### src/rtl/gpio_write_ctrl.sv
// gpio_write_ctrl: AXI-lite write slave feeding a one-hot GPIO register decoder (AW/W/B channels in, wr_en/wr_sel/wr_data out)
module gpio_write_ctrl #(
    parameter int ADDR_W = 32,
    parameter int NREG   = 8
) (
    input  logic                    clock,
    input  logic                    resetn,
    input  logic                    AWVALID,
    output logic                    AWREADY,
    input  logic [ADDR_W-1:0]       AWADDR,
    input  logic                    WVALID,
    output logic                    WREADY,
    input  logic [31:0]             WDATA,
    input  logic [3:0]              WSTRB,
    output logic                    BVALID,
    input  logic                    BREADY,
    output logic [1:0]              BRESP,
    output logic                    wr_en,
    output logic [$clog2(NREG)-1:0] wr_sel,
    output logic [31:0]             wr_data
);
    localparam int SEL_W = $clog2(NREG);
    localparam int AL = SEL_W + 2;
    typedef enum logic [2:0] {IDLE, WAIT_W, WAIT_AW, COMMIT, RESP} state_t;
    state_t state, state_nxt;
    logic aw_hs, w_hs, go, ok;
    logic [AL-1:0] addr_q, addr_nxt;
    logic [31:0] data_q, data_nxt;
    logic [3:0] strb_q, strb_nxt;
    logic unused_addr;
    assign unused_addr = ^AWADDR[ADDR_W-1:AL];
    // ready is gated by resetn so it drops immediately while reset is held
    assign AWREADY = resetn && (state == IDLE || state == WAIT_AW);
    assign WREADY = resetn && (state == IDLE || state == WAIT_W);
    assign aw_hs = AWVALID && AWREADY;
    assign w_hs = WVALID && WREADY;
    assign addr_nxt = aw_hs ? AWADDR[AL-1:0] : addr_q;
    assign data_nxt = w_hs ? WDATA : data_q;
    assign strb_nxt = w_hs ? WSTRB : strb_q;
    assign go = state_nxt == COMMIT;
    assign ok = addr_nxt[1:0] == 2'b00 && |strb_nxt;
    assign BVALID = state == RESP;
    assign BRESP = (state == RESP && addr_q[1:0] != 2'b00) ? 2'b10 : 2'b00;
    always_comb begin
        state_nxt = state;
        case (state)
            IDLE:    state_nxt = (aw_hs && w_hs) ? COMMIT : aw_hs ? WAIT_W : w_hs ? WAIT_AW : IDLE;
            WAIT_W:  state_nxt = w_hs ? COMMIT : WAIT_W;
            WAIT_AW: state_nxt = aw_hs ? COMMIT : WAIT_AW;
            COMMIT:  state_nxt = RESP;
            RESP:    state_nxt = BREADY ? IDLE : RESP;
            default: state_nxt = IDLE;
        endcase
    end
    // decoder outputs load on the edge into COMMIT, and only for a real write, so they hold otherwise
    always_ff @(posedge clock or negedge resetn) begin
        if (!resetn) begin
            state   <= IDLE;
            addr_q  <= '0;
            data_q  <= '0;
            strb_q  <= '0;
            wr_en   <= 1'b0;
            wr_sel  <= '0;
            wr_data <= '0;
        end else begin
            state  <= state_nxt;
            addr_q <= addr_nxt;
            data_q <= data_nxt;
            strb_q <= strb_nxt;
            wr_en  <= go && ok;
            if (go && ok) begin
                wr_sel  <= addr_nxt[AL-1:2];
                wr_data <= data_nxt;
            end
        end
    end
endmodule

### config.mk
export PLATFORM = sky130hd
export DESIGN_NAME = gpio_write_ctrl
export DESIGN_NICKNAME = d
export VERILOG_FILES = /design/src/rtl/gpio_write_ctrl.sv
export SDC_FILE = /design/constraint.sdc
export NUM_CORES = 1
export LEC_CHECK = 0
export ABC_AREA = 1
export CORE_MARGIN = 2
export CORE_UTILIZATION = 30
export DETAILED_ROUTE_END_ITERATION = 6
export GPL_TIMING_DRIVEN = 0
export HOLD_SLACK_MARGIN = 0.15
export MAX_ROUTING_LAYER = met4
export PLACE_DENSITY_LB_ADDON = 0.25
export SLEW_MARGIN = 20
export SYNTH_ARGS = -nofsm -noshare
export SYNTH_HDL_FRONTEND = slang
export SYNTH_SLANG_ARGS = --single-unit
### constraint.sdc
create_clock -name clock -period 2.25 [get_ports clock]
set_clock_uncertainty 0.2 [all_clocks]
set_input_delay 0.675 -clock clock [delete_from_list [all_inputs] [get_ports clock]]
set_output_delay 0.675 -clock clock [all_outputs]
set_load 0.05 [all_outputs]
# == Word-level counts from Yosys, hierarchy flattened ==
# Index checks and enable logic that the tools add are counted.
# word_totals
register_bits,80
in_bits,73
# classes
n_eq_ne,5
n_mux,11
n_reduce_logical,14
# ops
op,count
$mux 32,1
$pmux 3 s5,1
$mux 2,5
$eq 3x2->1 const B,3
$logic_and 1x1->1,8
$mux 5,1
$mux 4,1
$reduce_or 4->1,1
$eq 3x1->1 const B,1
$eq 3x3->1 const B,1
$logic_not 3->1,1
$mux 3,1
$logic_not 2->1,1
$logic_or 1x1->1,2
$reduce_bool 2->1,1
$mux 1,1

# == Longest topological paths before layout ==
# Gate-level depths: netlist of the first run.
# depth
word_depth,10
ltp_mapped,10
depth_no_buf,9

# == Worst setup path before layout of the first run ==
# No wires, ideal clock.
# synth_timing
path_kind,input-to-output
start,input resetn
end,output WREADY
arrival_ns,1.770
slack_ns,-0.395
path_stages,2
n_path_buf,0
path_cell_list,inv_1 > nor3_1
# synth_via
elab_chain_cells,1
# synth_lines
element,line_no,rtl
"start, declared",7,"input logic resetn,"
$logic_and 1x1->1,34,assign WREADY = resetn && (state == IDLE || state == WAIT_W);
"end, declared",12,"output logic WREADY,"
# Every way passes these cells.

# == Worst setup path in the final report of the first run ==
# layout_timing
start,input resetn
end,output AWREADY
# layout_via
elab_chain_cells,1
# layout_lines
element,line_no,rtl
$logic_and 1x1->1,33,assign AWREADY = resetn && (state == IDLE || state == WAIT_AW);
"end, declared",9,"output logic AWREADY,"
# Every way passes these cells.

==> flow_summary.yaml, run 1 <==
yosys:
  yosysTopAreaCell: "dfrtp_1"
  synth_cell_type_count: 22
  syn-instance-count: 358
  synthDominantCellAreaShare_pct: 62.2
  synth_area_per_cell_um2: 9.00
  synth_top_family_by_area: "simple AND/OR/NAND/NOR gates"
  synth_xor_area_share_pct: 0
  yosysSeqAreaShare_pct: 62.2
  ys_seq_elements: 80
  synth_compound_area_share_pct: 5.56
  ys_warn_count: 0
  ys_top_cells_by_area: "dfrtp_1 62%, nand2_1 14%, nand3_1 6.5%, o21ai_0 5.1%, inv_1 4.5%"
  synthSimpleGateAreaFrac_pct: 24.6
  syn_area_mm2: 0.00322
  synthAdderAreaFrac_pct: 0
  synth_fp_nets: 431
  muxShareOfSynthArea_pct: 0
pwr:
  swShare_pct: 43.0
  p_per_area_mw_per_mm2: 1230
  ir_drop_mv: 0.469
  combPwrFrac_pct: 42.2
  clkPwrFrac_pct: 18.8
  p_sw_mw: 2.49
  pwr-share-seq_pct: 39.1
  p_total_mw: 5.78
  p_int_mw: 3.29
  power.leakage_nw: 2.55
die:
  fp.dieW_um: 108
  dieArea_mm2: 0.0116
  rows: 37
  initial_utilization_pct: 31.1
  pin_count: 114
  core_area_mm2: 0.0104
  die_h_um: 108
cts:
  clockRootBuffer: "clkbuf_8"
  cts_buffers: 9
  htree_levels: 3
  clockBufferDepth: 2
  cts_tree: "yes"
  path_clk_slew_ns: 0.08
  clock_latency_ns: 0.35
  cts.sinks: 80
sta:
  fmax_mhz: 456
  report.final.slew_viol_count: 0
  timing_hold_violations_final: 0
  worst_slew_pin_slew_ns: 0.524
  hold_slack_ns: 0.181
  setup_violations: 0
  slew_headroom_pct: 65.2
  min_period_over_period_pct: 97.5
  tns_ns: 0
  layout_min_cycle_time_ns: 2.19
  setup_slack_ns: 0.0553
placement:
  port_buffers: 85
  place_ws_ns: -1.32
  dp_hpwl_um: 5200
  place_area_mm2: 0.00428
  placed_cells: 580
  place_congestion: 0.709
layout:
  layout-area-overhead-vs-synth_pct: 45.7
  layout_common_cells: "122 x nand2_1, 77 x dfrtp_1, 42 x nand3_1, 42 x clkdlybuf4s50_1"
  diodes: 0
  num-fill-cells: 1052
  fin_nets: 543
  final_area_mm2: 0.00469
  drive_gt1_share_pct: 13.7
  seqCellArea_mm2: 0.00201
  final_core_utilization_pct: 45.3
  multiInputGateArea_mm2: 0.00100
  fin_cells: 611
  layout_commonest_cell: "nand2_1"
routing:
  drc: 0
  via_per_inst: 4.43
  num_vias: 2704
  wl_per_cell_um: 13.3
  routed_wl_um: 8110
  drt-pass1-iter-count: 4
  drt_iter0_markers: 92
  drtAntennaViolNets: 0
critical_path:
  crit_path_frequent_cell: "buf_16"
  arrival_ns: 1.32
  cp-start-kind: "input port"
  crit_buf_inv: 4
  slowest_delay_ns: 0.19
  end_kind: "output pin"
  cp_cell_sequence: "buf_16, buf_16, inv_2, nor3_4, buf_6"
  crit_path_max_fanout: 8
  rr_startpoint: "state[0]"
  critPathTopFamily: "buffers and inverters"
  critPathSlowestCell: "nor3_4"
  required_ns: 1.37
  path_class: "input port to output pin"
  startpoint: "resetn"
worst_hold_path:
  hold_path.class: "input port to async pin"
global_routing:
  antenna_found_initial: 0
  grt.total_usage_pct: 15.2
  grt_pass1_vias: 2648
  grt_overflow: 0
  grt_max_degree: 24
  grt_pass1_wl_um: 13100
flow_run:
  max_cap_violations: 0
outcome:
  status: "finished clean"
-- power by group through the flow --
stage	logic (mW)	clock network, mW	registers (mW)
after CTS	2.42	1.13	2.26
after global placement	2.41	0	2.28
final	2.44	1.08	2.26
after floorplan	0.981	0	2.92
after detailed placement	2.46	0	2.31
after global routing	2.67	1.20	2.32
-- what timing repair did --
item                       4_1_cts  5_1_grt
resized for setup               72        6
setup endpoints to repair       76       33
buffers inserted                 5        4
hold buffers                     2        0
hold endpoints to repair        36        0
cloned                           4        0
pin swaps                        5        2
-- logic make-up after synthesis --
logic type	after synthesis
simple gates	184
flops	80
buf+inv	58
compound gates	35
other cells	1
-- sequential cells by signal, indices dropped and copies added (netlist names) --
signal	count
data_q	32
wr_data	32
addr_q	5
strb_q	4
state	3
wr_sel	3
wr_en	1
-- final timing paths --
path                                     to  slack [ns]  cells past startpoint
worst min register to register  wr_data[28]        0.27                      2
worst min-delay path            wr_data[29]        0.18                      3
worst max register to register  wr_data[15]        0.18                      9
worst max-delay path                AWREADY        0.06                      5
max in group asynchronous          state[2]        0.90                      2
min in group clock              wr_data[28]        0.27                      2
-- worst reg2reg max path, delay by kind of cell (launching register included) --
| kind | cells | cell delay, ns |
|---|---|---|
| flip-flops | 1 | 0.44 |
| AND/OR/NAND/NOR | 6 | 0.86 |
| buffers and inverters | 3 | 0.49 |
-- cells in the mapped netlist --
| cell | n |
|---|---|
| nor3_1 | 1 |
| nand3_1 | 42 |
| nand2_4 | 1 |
| or2_1 | 1 |
| dfrtp_1 | 80 |
| nor2_4 | 1 |
| clkbuf_1 | 4 |
| inv_2 | 2 |
| buf_2 | 9 |
| nor2_2 | 1 |
| nand2_1 | 122 |
| nand4_1 | 5 |
| inv_1 | 39 |
| conb_1 | 1 |
| nand2_2 | 1 |
| o21ai_0 | 33 |
| nor2_1 | 7 |
| nor3_2 | 1 |
| a21oi_2 | 1 |
| buf_4 | 4 |
| o21ai_1 | 1 |
| nand3_2 | 1 |
-- layout make-up --
| cell class | count | area share [%] |
|---|---|---|
| inverter | 41 | 3.28 |
| clock inverter | 7 | 1.71 |
| buffer | 17 | 1.95 |
| tap | 136 | 3.63 |
| clock buffer | 9 | 2.64 |
| timing repair buffer | 101 | 22.7 |
| multi-input combinational | 220 | 21.4 |
| sequential | 80 | 42.7 |
-- per-layer routing --
metal  vias to the layer above  global-route usage, %  wire (um)
li1                       1350                      -          -
met1                      1269                   20.1       3780
met2                        72                   22.5       3740
met3                        13                   3.81        418
met4                         0                   5.95        167
met5                         -                      -          0
(Power assumes the default switching activity.)
==> run 2: changes to the inputs <==
--- a/config.mk
+++ b/config.mk
@@ -6,6 +6,7 @@
 export NUM_CORES = 1
 export LEC_CHECK = 0
 export ABC_AREA = 1
+export ABC_CLOCK_PERIOD_IN_PS = 2250
 export CORE_MARGIN = 2
 export CORE_UTILIZATION = 30
 export DETAILED_ROUTE_END_ITERATION = 6
@@ -13,6 +14,7 @@
 export HOLD_SLACK_MARGIN = 0.15
 export MAX_ROUTING_LAYER = met4
 export PLACE_DENSITY_LB_ADDON = 0.25
+export REMOVE_ABC_BUFFERS = 1
 export SLEW_MARGIN = 20
 export SYNTH_ARGS = -nofsm -noshare
 export SYNTH_HDL_FRONTEND = slang
==> flow_summary.yaml, run 2 (same netlist as run 1, synthesis figures left out) <==
outcome:
  status: "finished clean"
sta:
  report.final.slew_viol_count: 0
  setup_violations: 0
  slew_headroom_pct: 63.3
  min_period_over_period_pct: 98.1
  setup_slack_ns: 0.0420
  grt_setup_unrepaired: "true"
  layout_min_cycle_time_ns: 2.21
  hold_slack_ns: 0.185
  worst_slew_pin_slew_ns: 0.548
  fmax_mhz: 453
  timing_hold_violations_final: 0
layout:
  layout_commonest_cell: "nand2_1"
  drive_gt1_share_pct: 13.5
  layout_common_cells: "121 x nand2_1, 77 x dfrtp_1, 42 x clkdlybuf4s50_1, 41 x nand3_1, 39 x inv_1"
  fin_cells: 601
  num-fill-cells: 1062
  top_regs: "data_q (32), wr_data (32), addr_q (5)"
  final_area_mm2: 0.00482
  layout-area-overhead-vs-synth_pct: 49.6
  fin_nets: 536
  diodes: 0
placement:
  port_buffers: 85
  dp_hpwl_um: 4480
  place_congestion: 0.747
  place_ws_ns: -2.30
  placed_cells: 563
  place_area_mm2: 0.00418
pwr:
  p_per_area_mw_per_mm2: 1310
  ir_drop_mv: 0.632
  power.leakage_nw: 2.58
  p_total_mw: 6.30
die:
  dieArea_mm2: 0.0116
  pin_count: 114
  core_area_mm2: 0.0104
  initial_utilization_pct: 31.1
  die_h_um: 108
  fp.dieW_um: 108
  rows: 37
critical_path:
  arrival_ns: 1.33
  required_ns: 1.37
  end_kind: "output pin"
  cp-start-kind: "input port"
  crit_path_max_fanout: 4
  path_class: "input port to output pin"
global_routing:
  grt_pass1_vias: 2853
  grt_pass1_wl_um: 15000
  antenna_found_initial: 0
  grt_overflow: 0
  grt.total_usage_pct: 17.9
  grt_max_degree: 36
cts:
  clock_latency_ns: 0.34
  htree_levels: 3
  clockRootBuffer: "clkbuf_8"
  cts_tree: "yes"
  cts.sinks: 80
  path_clk_slew_ns: 0.07
  clockBufferDepth: 2
  cts_buffers: 9
routing:
  drt-pass1-iter-count: 4
  via_per_inst: 4.55
  drt_iter0_markers: 125
  drc: 0
  drtAntennaViolNets: 0
  routed_wl_um: 9510
  num_vias: 2736
  wl_per_cell_um: 15.8
worst_hold_path:
  hold_path.class: "input port to async pin"
flow_run:
  max_cap_violations: 0
## run 2: changes by cell type in the layout (fill, tap and decap cells not counted), moves of 3 or more
cell / previous run / this run
buf_2: 10 / 0
bufinv_16: 1 / 4
clkbuf_1: 3 / 0
nand2_8: 0 / 3
nor2_4: 2 / 5
## run 2: metrics by stage
step / util, % / TNS (ns)
floorplan: - / -24.14
global placement: 40.0 / -659.77
detailed placement: 40.3 / -110.67
CTS: 46.1 / 0
global route: 46.5 / -0.0429
finish: 46.5 / 0
## run 2: repair_timing
action / CTS / global route
setup buffers: 12 / 1
gates cloned: 9 / 1
hold buffers: 2 / 0
hold endpoints to repair: 49 / 0
gates resized for setup: 85 / 12
setup endpoints to repair: 113 / 38
pin swaps: 7 / 7
## run 2: path summary, 6_finish.rpt
kind | from | end | slack, ns | depth (start not counted)
worst max-delay path | resetn | AWREADY | 0.04 | 5
worst min-delay path | resetn | strb_q[3] | 0.18 | 2
worst max register to register | state[1] | wr_data[10] | 0.11 | 10
worst min register to register | wr_data[13] | wr_data[13] | 0.27 | 2
max in group asynchronous | resetn | addr_q[2] | 0.81 | 2
min in group clock | wr_data[13] | wr_data[13] | 0.27 | 2
## run 2: layout make-up
cell class	instances	area [um^2]	share of cell area, %
inverters	41	154	3.19
repair buffers	105	1110	23.1
flip-flops and latches	80	2010	41.6
well taps	136	170	3.53
clock buffers	9	124	2.57
multi-input cells	226	1130	23.4
clock inverters	4	120	2.49
## run 2: power breakdown
part           internal (mW)  total, mW  switching (mW)
logic                  0.802       2.72            1.92
registers               2.02       2.26           0.237
clock network          0.832       1.32           0.486
total                   3.66       6.30            2.64
## run 2: metal layers
metal	vias up	share of wire [%]	GRT usage [%]
li1	1335	-	-
met4	0	1.3	5.31
met5	-	0	-
met2	83	47	27.6
met3	13	6.1	4.42
met1	1305	46	23.4
## run 2: critical path, cell delays in order
cell and delay, ns:
buf_16 0.10, buf_16 0.10, inv_1 0.08, nor3_4 0.20, buf_6 0.18
